===== src/rtl/run_before_vlc_encoder.sv =====
// CAVLC run_before codeword emitter: walks a latched run list and streams Table 9-10 codewords.
// First codeword one cycle after start; holds the codeword stable while code_ready_i is low.
module run_before_vlc_encoder #(
  parameter int MAX_RUNS = 16,
  parameter int CODE_W   = 11
) (
  input  logic                       clk,
  input  logic                       rst,
  input  logic                       start_i,
  input  logic [4:0]                 runbefore_cnt_i,
  input  logic [MAX_RUNS-1:0][4:0]   runbefore_list_i,
  input  logic [3:0]                 total_zeros_i,
  output logic                       code_valid_o,
  input  logic                       code_ready_i,
  output logic [CODE_W-1:0]          code_bits_o,
  output logic [3:0]                 code_len_o,
  output logic                       busy_o,
  output logic                       done_o,
  output logic                       err_o
);

  localparam int IW = $clog2(MAX_RUNS);

  typedef enum logic [1:0] {IDLE, EMIT, DONE} state_t;

  state_t            state_q, state_d;
  logic [4:0]        list_q [MAX_RUNS];
  logic [4:0]        cnt_q;
  logic [4:0]        idx_q;
  logic [3:0]        zl_q;
  logic              err_q;
  logic [4:0]        run;
  logic [CODE_W-1:0] lk_bits;
  logic [3:0]        lk_len;
  logic              lk_ok;
  logic              emit_vld;
  logic              err_set;

  assign run = list_q[idx_q[IW-1:0]];

  // Table lookup indexed by (zerosLeft, run); only consulted when run <= zerosLeft.
  always_comb begin
    lk_bits = '0;
    lk_len  = '0;
    lk_ok   = 1'b1;
    case (zl_q)
      4'd1: begin
        lk_bits = CODE_W'(5'd1 - run);
        lk_len  = 4'd1;
      end
      4'd2: begin
        case (run)
          5'd0:    begin lk_bits = CODE_W'(1); lk_len = 4'd1; end
          5'd1:    begin lk_bits = CODE_W'(1); lk_len = 4'd2; end
          default: begin lk_bits = CODE_W'(0); lk_len = 4'd2; end
        endcase
      end
      4'd3: begin
        lk_bits = CODE_W'(5'd3 - run);
        lk_len  = 4'd2;
      end
      4'd4: begin
        if (run < 5'd3) begin
          lk_bits = CODE_W'(5'd3 - run);
          lk_len  = 4'd2;
        end else begin
          lk_bits = CODE_W'(5'd4 - run);
          lk_len  = 4'd3;
        end
      end
      4'd5: begin
        if (run < 5'd2) begin
          lk_bits = CODE_W'(5'd3 - run);
          lk_len  = 4'd2;
        end else begin
          lk_bits = CODE_W'(5'd5 - run);
          lk_len  = 4'd3;
        end
      end
      4'd6: begin
        lk_len = 4'd3;
        case (run)
          5'd0:    begin lk_bits = CODE_W'(3); lk_len = 4'd2; end
          5'd1:    lk_bits = CODE_W'(0);
          5'd2:    lk_bits = CODE_W'(1);
          5'd3:    lk_bits = CODE_W'(3);
          5'd4:    lk_bits = CODE_W'(2);
          5'd5:    lk_bits = CODE_W'(5);
          default: lk_bits = CODE_W'(4);
        endcase
      end
      4'd0: lk_ok = 1'b0;
      default: begin
        if (run < 5'd7) begin
          lk_bits = CODE_W'(5'd7 - run);
          lk_len  = 4'd3;
        end else if (run <= 5'd14) begin
          lk_bits = CODE_W'(1);
          lk_len  = 4'(run - 5'd3);
        end else begin
          // run 15 has no codeword that fits the output width
          lk_ok = 1'b0;
        end
      end
    endcase
  end

  always_comb begin
    state_d  = state_q;
    emit_vld = 1'b0;
    err_set  = 1'b0;
    case (state_q)
      IDLE: begin
        if (start_i) state_d = runbefore_cnt_i[4] ? DONE : EMIT;
      end
      EMIT: begin
        if (idx_q == cnt_q || zl_q == 4'd0) begin
          state_d = DONE;
        end else if (run > {1'b0, zl_q} || !lk_ok) begin
          err_set = 1'b1;
          state_d = DONE;
        end else begin
          emit_vld = 1'b1;
        end
      end
      DONE:    state_d = IDLE;
      default: state_d = IDLE;
    endcase
  end

  always_ff @(posedge clk) begin
    if (rst) begin
      state_q <= IDLE;
      cnt_q   <= '0;
      idx_q   <= '0;
      zl_q    <= '0;
      err_q   <= 1'b0;
      for (int i = 0; i < MAX_RUNS; i++) list_q[i] <= '0;
    end else begin
      state_q <= state_d;
      if (state_q == IDLE && start_i) begin
        for (int i = 0; i < MAX_RUNS; i++) list_q[i] <= runbefore_list_i[i];
        cnt_q <= runbefore_cnt_i;
        zl_q  <= total_zeros_i;
        idx_q <= '0;
        err_q <= runbefore_cnt_i[4];
      end
      if (err_set) err_q <= 1'b1;
      if (emit_vld && code_ready_i) begin
        zl_q  <= zl_q - run[3:0];
        idx_q <= idx_q + 5'd1;
      end
    end
  end

  assign code_valid_o = emit_vld;
  assign code_bits_o  = emit_vld ? lk_bits : '0;
  assign code_len_o   = emit_vld ? lk_len : '0;
  assign busy_o       = (state_q != IDLE);
  assign done_o       = (state_q == DONE);
  assign err_o        = err_q;

endmodule


===== config.mk =====
export PLATFORM = sky130hd
export DESIGN_NAME = run_before_vlc_encoder
export DESIGN_NICKNAME = d
export VERILOG_FILES = /design/src/rtl/run_before_vlc_encoder.sv
export SDC_FILE = /design/constraint.sdc
export NUM_CORES = 1
export LEC_CHECK = 0
export CAP_MARGIN = 15
export CORE_ASPECT_RATIO = 0.75
export CORE_UTILIZATION = 48
export DETAILED_ROUTE_END_ITERATION = 7
export PLACE_DENSITY = 0.78
export SETUP_SLACK_MARGIN = 0.15
export SYNTH_ARGS = -nofsm -noshare
export SYNTH_HDL_FRONTEND = slang
export SYNTH_SLANG_ARGS = --single-unit

===== constraint.sdc =====
create_clock -name clk -period 4.2 [get_ports clk]
set_input_delay 0.63 -clock clk [delete_from_list [all_inputs] [get_ports clk]]
set_output_delay 0.63 -clock clk [all_outputs]
set_load 0.02 [all_outputs]

==> results.md <==
STA:
- In this run the tightest slew margin relative to its limit is between 30 and 40%.
- Setup repair after global routing could not meet its margin everywhere.
- For the final database, setup skew stands at around 10 ps.
- The final number of max-transition violations is 0.
- The minimum clock period is 4180 ps.
- Dividing the final minimum period by the clock period gives between 90% and 100%.
- Setup total negative slack on the finished layout was measured at 0 ps.
- Timing would allow up to 239 MHz.
- The final hold violation count is 0.
- The total setup violations reported at the end of the flow is 0.
- The transition at the pin with the smallest max-transition slack is around 1000 ps.

Power:
- Power spread over the standard cell area amounts to about 320 mW/mm^2.
- The static leakage power is roughly 3.1 nW.
- The design draws 2.56 mW.
- The worst vdd rail ir drop is about 0.00021 V.

Cells and area:
- Of the cells placed in the final design, the portion with a size suffix greater than 1 is around a quarter.
- After routing the design area is 0.00806 mm^2.
- The layout overhead on the synthesized area is 37.4%.
- For this run, the post-layout net count is approximately 780.
- The antenna diode count is 0.

Routing:
- In the final routed layout, each cell accounts on average for between 15 and 20 um.
- The number of vias per cell is ~5.6.
- The first detailed-routing pass ran for 5 iterations.
- For this run, design rule violations remaining after detail routing come to 0.
- The total vias in the final route is 4595.
- The initial DRC count is ~280.
- The routed design has 15600 um of wire.
- In this run the remaining antenna-violating nets after routing total 0.

Worst setup path:
- The type of the worst setup path is reg -> out.
- At the worst endpoint, the required time is between 3000 and 4000 ps.
- The peak fanout along the critical path is 6.
- The arrival time of the worst setup path is between 3000 and 4000 ps.
- The worst setup path is captured at an output port.
- STA classifies the critical path startpoint as a flop.

Floorplan:
- The core area is around 0.012 mm^2.
- The row count is 34.
- The starting utilization of the core area is about half.
- The die is 130 um wide.
- The number of ports placed on the die boundary is roughly 110.
- The floorplan die area is roughly 0.013 mm^2.
- The height of the chip is 97.7 um.

Clocking:
- Counting the buffers created by CTS gives 9.
- After clock tree synthesis, the clock-pin slew on the worst setup and hold paths is about 80 ps.
- TritonCTS built the clock tree.
- The sink count of the clock tree is 101.
- The longest clock path from root to sink contains 2 buffers.
- The later pin in the worst-skew pair is clocked with a latency of 340 ps.
- The H-tree generated during clock tree synthesis spans 3 levels.
- The quantity of hold-fixing buffers added after cts is 0.
- The tree is rooted in a sky130_fd_sc_hd__clkbuf_16.

Logic synthesis:
- After synthesis, the cell types taking the most area are sky130_fd_sc_hd__edfxtp_1 41%, sky130_fd_sc_hd__mux4_2 7.7%, sky130_fd_sc_hd__dfxtp_1 7.2%.
- After synthesis, flip-flops and latches occupy between 40% and 50% of the total area.
- The mapped netlist covers around 0.0059 mm^2.
- After synthesis, the netlist uses 65 different library cells.
- After synthesis, the mean cell area works out to ~12 um^2.
- After synthesis the netlist holds a flip-flop and latch count of roughly 100.
- For this run, the number of Yosys warnings is 0.
- The library cell occupying the most area in the post-synthesis netlist is sky130_fd_sc_hd__edfxtp_1.
- The fraction of synthesized cell area taken by the top area cell type is between 40% and 50%.
- The async set-reset flop share out of synthesis is 0%.
- The number of nets produced by synthesis is 624.
- The most used flip-flop cell after synthesis is sky130_fd_sc_hd__edfxtp_1.
- The post-synthesis cell count is ~500.
- The synthesized design contains 80 enable-type register cells.

Global routing:
- The wire length of the first global-routing pass is 24600 um.
- The total global-route track usage is between 20 and 30%.
- The via count of the first global-routing pass is approximately 4.7k.
- The global routing met1 resource utilization is 35.9%.
- The number of antenna violations at the first check in global routing is 0.
- The layer with the highest usage is met2.
- In the global route stage, met3 resource usage came out at about 4.5%.
- The largest net degree at the start of global routing is 81.
- For met2 alone, demand over resource in global routing was a little over two fifths.
- Global routing finished with a remaining overflow of 0.

Outcome:
- The flow ran to the end, and the final reports show no timing, DRC or antenna violations.

Placed design:
- In this run the tool buffered the top-level ports with approximately 110 buffer cells.
- The cell area after placement is 0.00750 mm^2.
- The half-perimeter wire length of the detailed placement result is 11600 um.
- The congestion estimate from routability-driven global placement came to around 0.9.

Flow run:
- The max-cap check violation count is 0.

Min path:
- The worst hold-check path type is reg -> reg.
cells in the final DEF (no fill, tap or decap), types with 3 or more instances in the layout:
cell,netlist,layout
sky130_fd_sc_hd__ha_4,0,4
sky130_fd_sc_hd__buf_12,0,3
sky130_fd_sc_hd__o21ai_0,12,10
sky130_fd_sc_hd__a211o_1,5,5
sky130_fd_sc_hd__nand3_1,12,12
sky130_fd_sc_hd__xnor2_1,4,4
sky130_fd_sc_hd__and3_1,4,4
sky130_fd_sc_hd__nor2b_1,33,32
sky130_fd_sc_hd__nand2b_4,0,3
sky130_fd_sc_hd__a21oi_2,0,3
sky130_fd_sc_hd__xor2_1,6,6
sky130_fd_sc_hd__and2_1,51,51
sky130_fd_sc_hd__ha_1,23,16
sky130_fd_sc_hd__a211oi_2,4,6
sky130_fd_sc_hd__inv_1,14,12
sky130_fd_sc_hd__a31oi_1,7,4
sky130_fd_sc_hd__ha_2,0,3
sky130_fd_sc_hd__dfxtp_1,21,18
sky130_fd_sc_hd__nor2_1,24,22
sky130_fd_sc_hd__o211ai_1,7,7
sky130_fd_sc_hd__buf_6,4,9
sky130_fd_sc_hd__mux4_2,20,21
sky130_fd_sc_hd__nor4_1,6,6
sky130_fd_sc_hd__inv_2,2,3
sky130_fd_sc_hd__a21oi_1,26,23
sky130_fd_sc_hd__buf_4,5,64
sky130_fd_sc_hd__nand2_1,34,33
sky130_fd_sc_hd__o21ai_1,1,3
sky130_fd_sc_hd__clkdlybuf4s50_1,0,94
sky130_fd_sc_hd__nor3_1,3,3
sky130_fd_sc_hd__edfxtp_1,80,80
sky130_fd_sc_hd__mux2i_1,12,7
sky130_fd_sc_hd__a221oi_1,5,3
sky130_fd_sc_hd__clkbuf_16,0,9
sky130_fd_sc_hd__mux2i_2,0,4
state kept, by name (all words and copies together), names as in the netlist, named ones only:
register	cells
state_q	2
list_q	80
err_o	1
zl_q	4
cnt_q	5
idx_q	5
power by group:
part / total (mW) / leakage (nW) / internal [mW] / switching (mW)
Sequential: 1.20 / 1.04 / 1.16 / 0.0310
Combinational: 0.552 / 1.89 / 0.277 / 0.275
Clock: 0.811 / 0.144 / 0.421 / 0.390
Total: 2.56 / 3.07 / 1.86 / 0.696
layer usage:
metal / vias to the layer above / wire (um)
met3: 17 / 693
met2: 145 / 7480
met5: - / 0
met1: 2259 / 7190
li1: 2174 / -
met4: 0 / 201
cell usage after synthesis (6+ instances only):
cell type                  count
sky130_fd_sc_hd__nand3_1      12
sky130_fd_sc_hd__and2_1       51
sky130_fd_sc_hd__nor2b_1      33
sky130_fd_sc_hd__o21ai_0      12
sky130_fd_sc_hd__nor2_1       24
sky130_fd_sc_hd__o211ai_1      7
sky130_fd_sc_hd__a31oi_1       7
sky130_fd_sc_hd__nand2_1      34
sky130_fd_sc_hd__a21oi_1      26
sky130_fd_sc_hd__dfxtp_1      21
sky130_fd_sc_hd__mux4_2       20
sky130_fd_sc_hd__xor2_1        6
sky130_fd_sc_hd__nor4_1        6
sky130_fd_sc_hd__clkbuf_1     20
sky130_fd_sc_hd__mux2i_1      12
sky130_fd_sc_hd__inv_1        14
sky130_fd_sc_hd__edfxtp_1     80
sky130_fd_sc_hd__ha_1         23
layout make-up:
cell class	instances	area [um^2]
clock buffers	10	229
fillers	897	3680
well taps	162	203
flip-flops and latches	101	2830
multi-input cells	354	3030
inverters	17	78.8
clock inverters	6	65.1
repair buffers	175	1620
per-stage QoR:
| step | util [%] | setup slack [ps] | hold WS (ps) | std cells |
|---|---|---|---|---|
| 6_report | 68.6 | 22.6 | 474 | 825 |
| 4_1_cts | 67.6 | 22.6 | 476 | 822 |
| 3_5_place_dp | 63.8 | -245 | 465 | 802 |
| 3_3_place_gp | 63.8 | -143 | 446 | 802 |
| 5_1_grt | 68.6 | -78.2 | 499 | 825 |
| 2_1_floorplan | - | 124 | 430 | 507 |
worst paths after layout:
check | startpoint | end | slack (ps) | cells past startpoint
worst max register to register | flop | flop | 690 | 11
worst min register to register | cnt_q[4]$_SDFFE_PP0P_ | cnt_q[4]$_SDFFE_PP0P_ | 470 | 2
worst max-delay path | flop | code_bits_o[4] | 20 | 12
worst min-delay path | cnt_q[4]$_SDFFE_PP0P_ | cnt_q[4]$_SDFFE_PP0P_ | 470 | 2
logic make-up (layout without fill, tap and decap cells):
family,Yosys count,in the layout,share of synthesized area [%]
compound gates,96,96,11.8
mux,37,37,11.2
buf+inv,52,208,4.48
fa+ha+maj,24,24,5.25
flops,101,101,48.2
xor+xnor,10,10,1.49
simple gates,187,187,17.6
what timing repair did:
action,CTS,global route
buffers inserted,4,3
resized for setup,108,24
endpoints found under the setup margin,16,16
pin swaps,10,5
critical path, stage by stage, from the launching register on:
cell	delay, ps
sky130_fd_sc_hd__dfxtp_2	350
sky130_fd_sc_hd__buf_12	120
sky130_fd_sc_hd__mux4_2	490
sky130_fd_sc_hd__mux4_2	590
sky130_fd_sc_hd__inv_4	130
sky130_fd_sc_hd__ha_4	150
sky130_fd_sc_hd__nand2b_4	50
sky130_fd_sc_hd__a31o_2	200
sky130_fd_sc_hd__a311o_1	380
sky130_fd_sc_hd__a2111o_1	300
sky130_fd_sc_hd__a32oi_2	180
sky130_fd_sc_hd__a221oi_2	90
sky130_fd_sc_hd__buf_4	170
No activity file was read; power rests on OpenSTA's default activity.
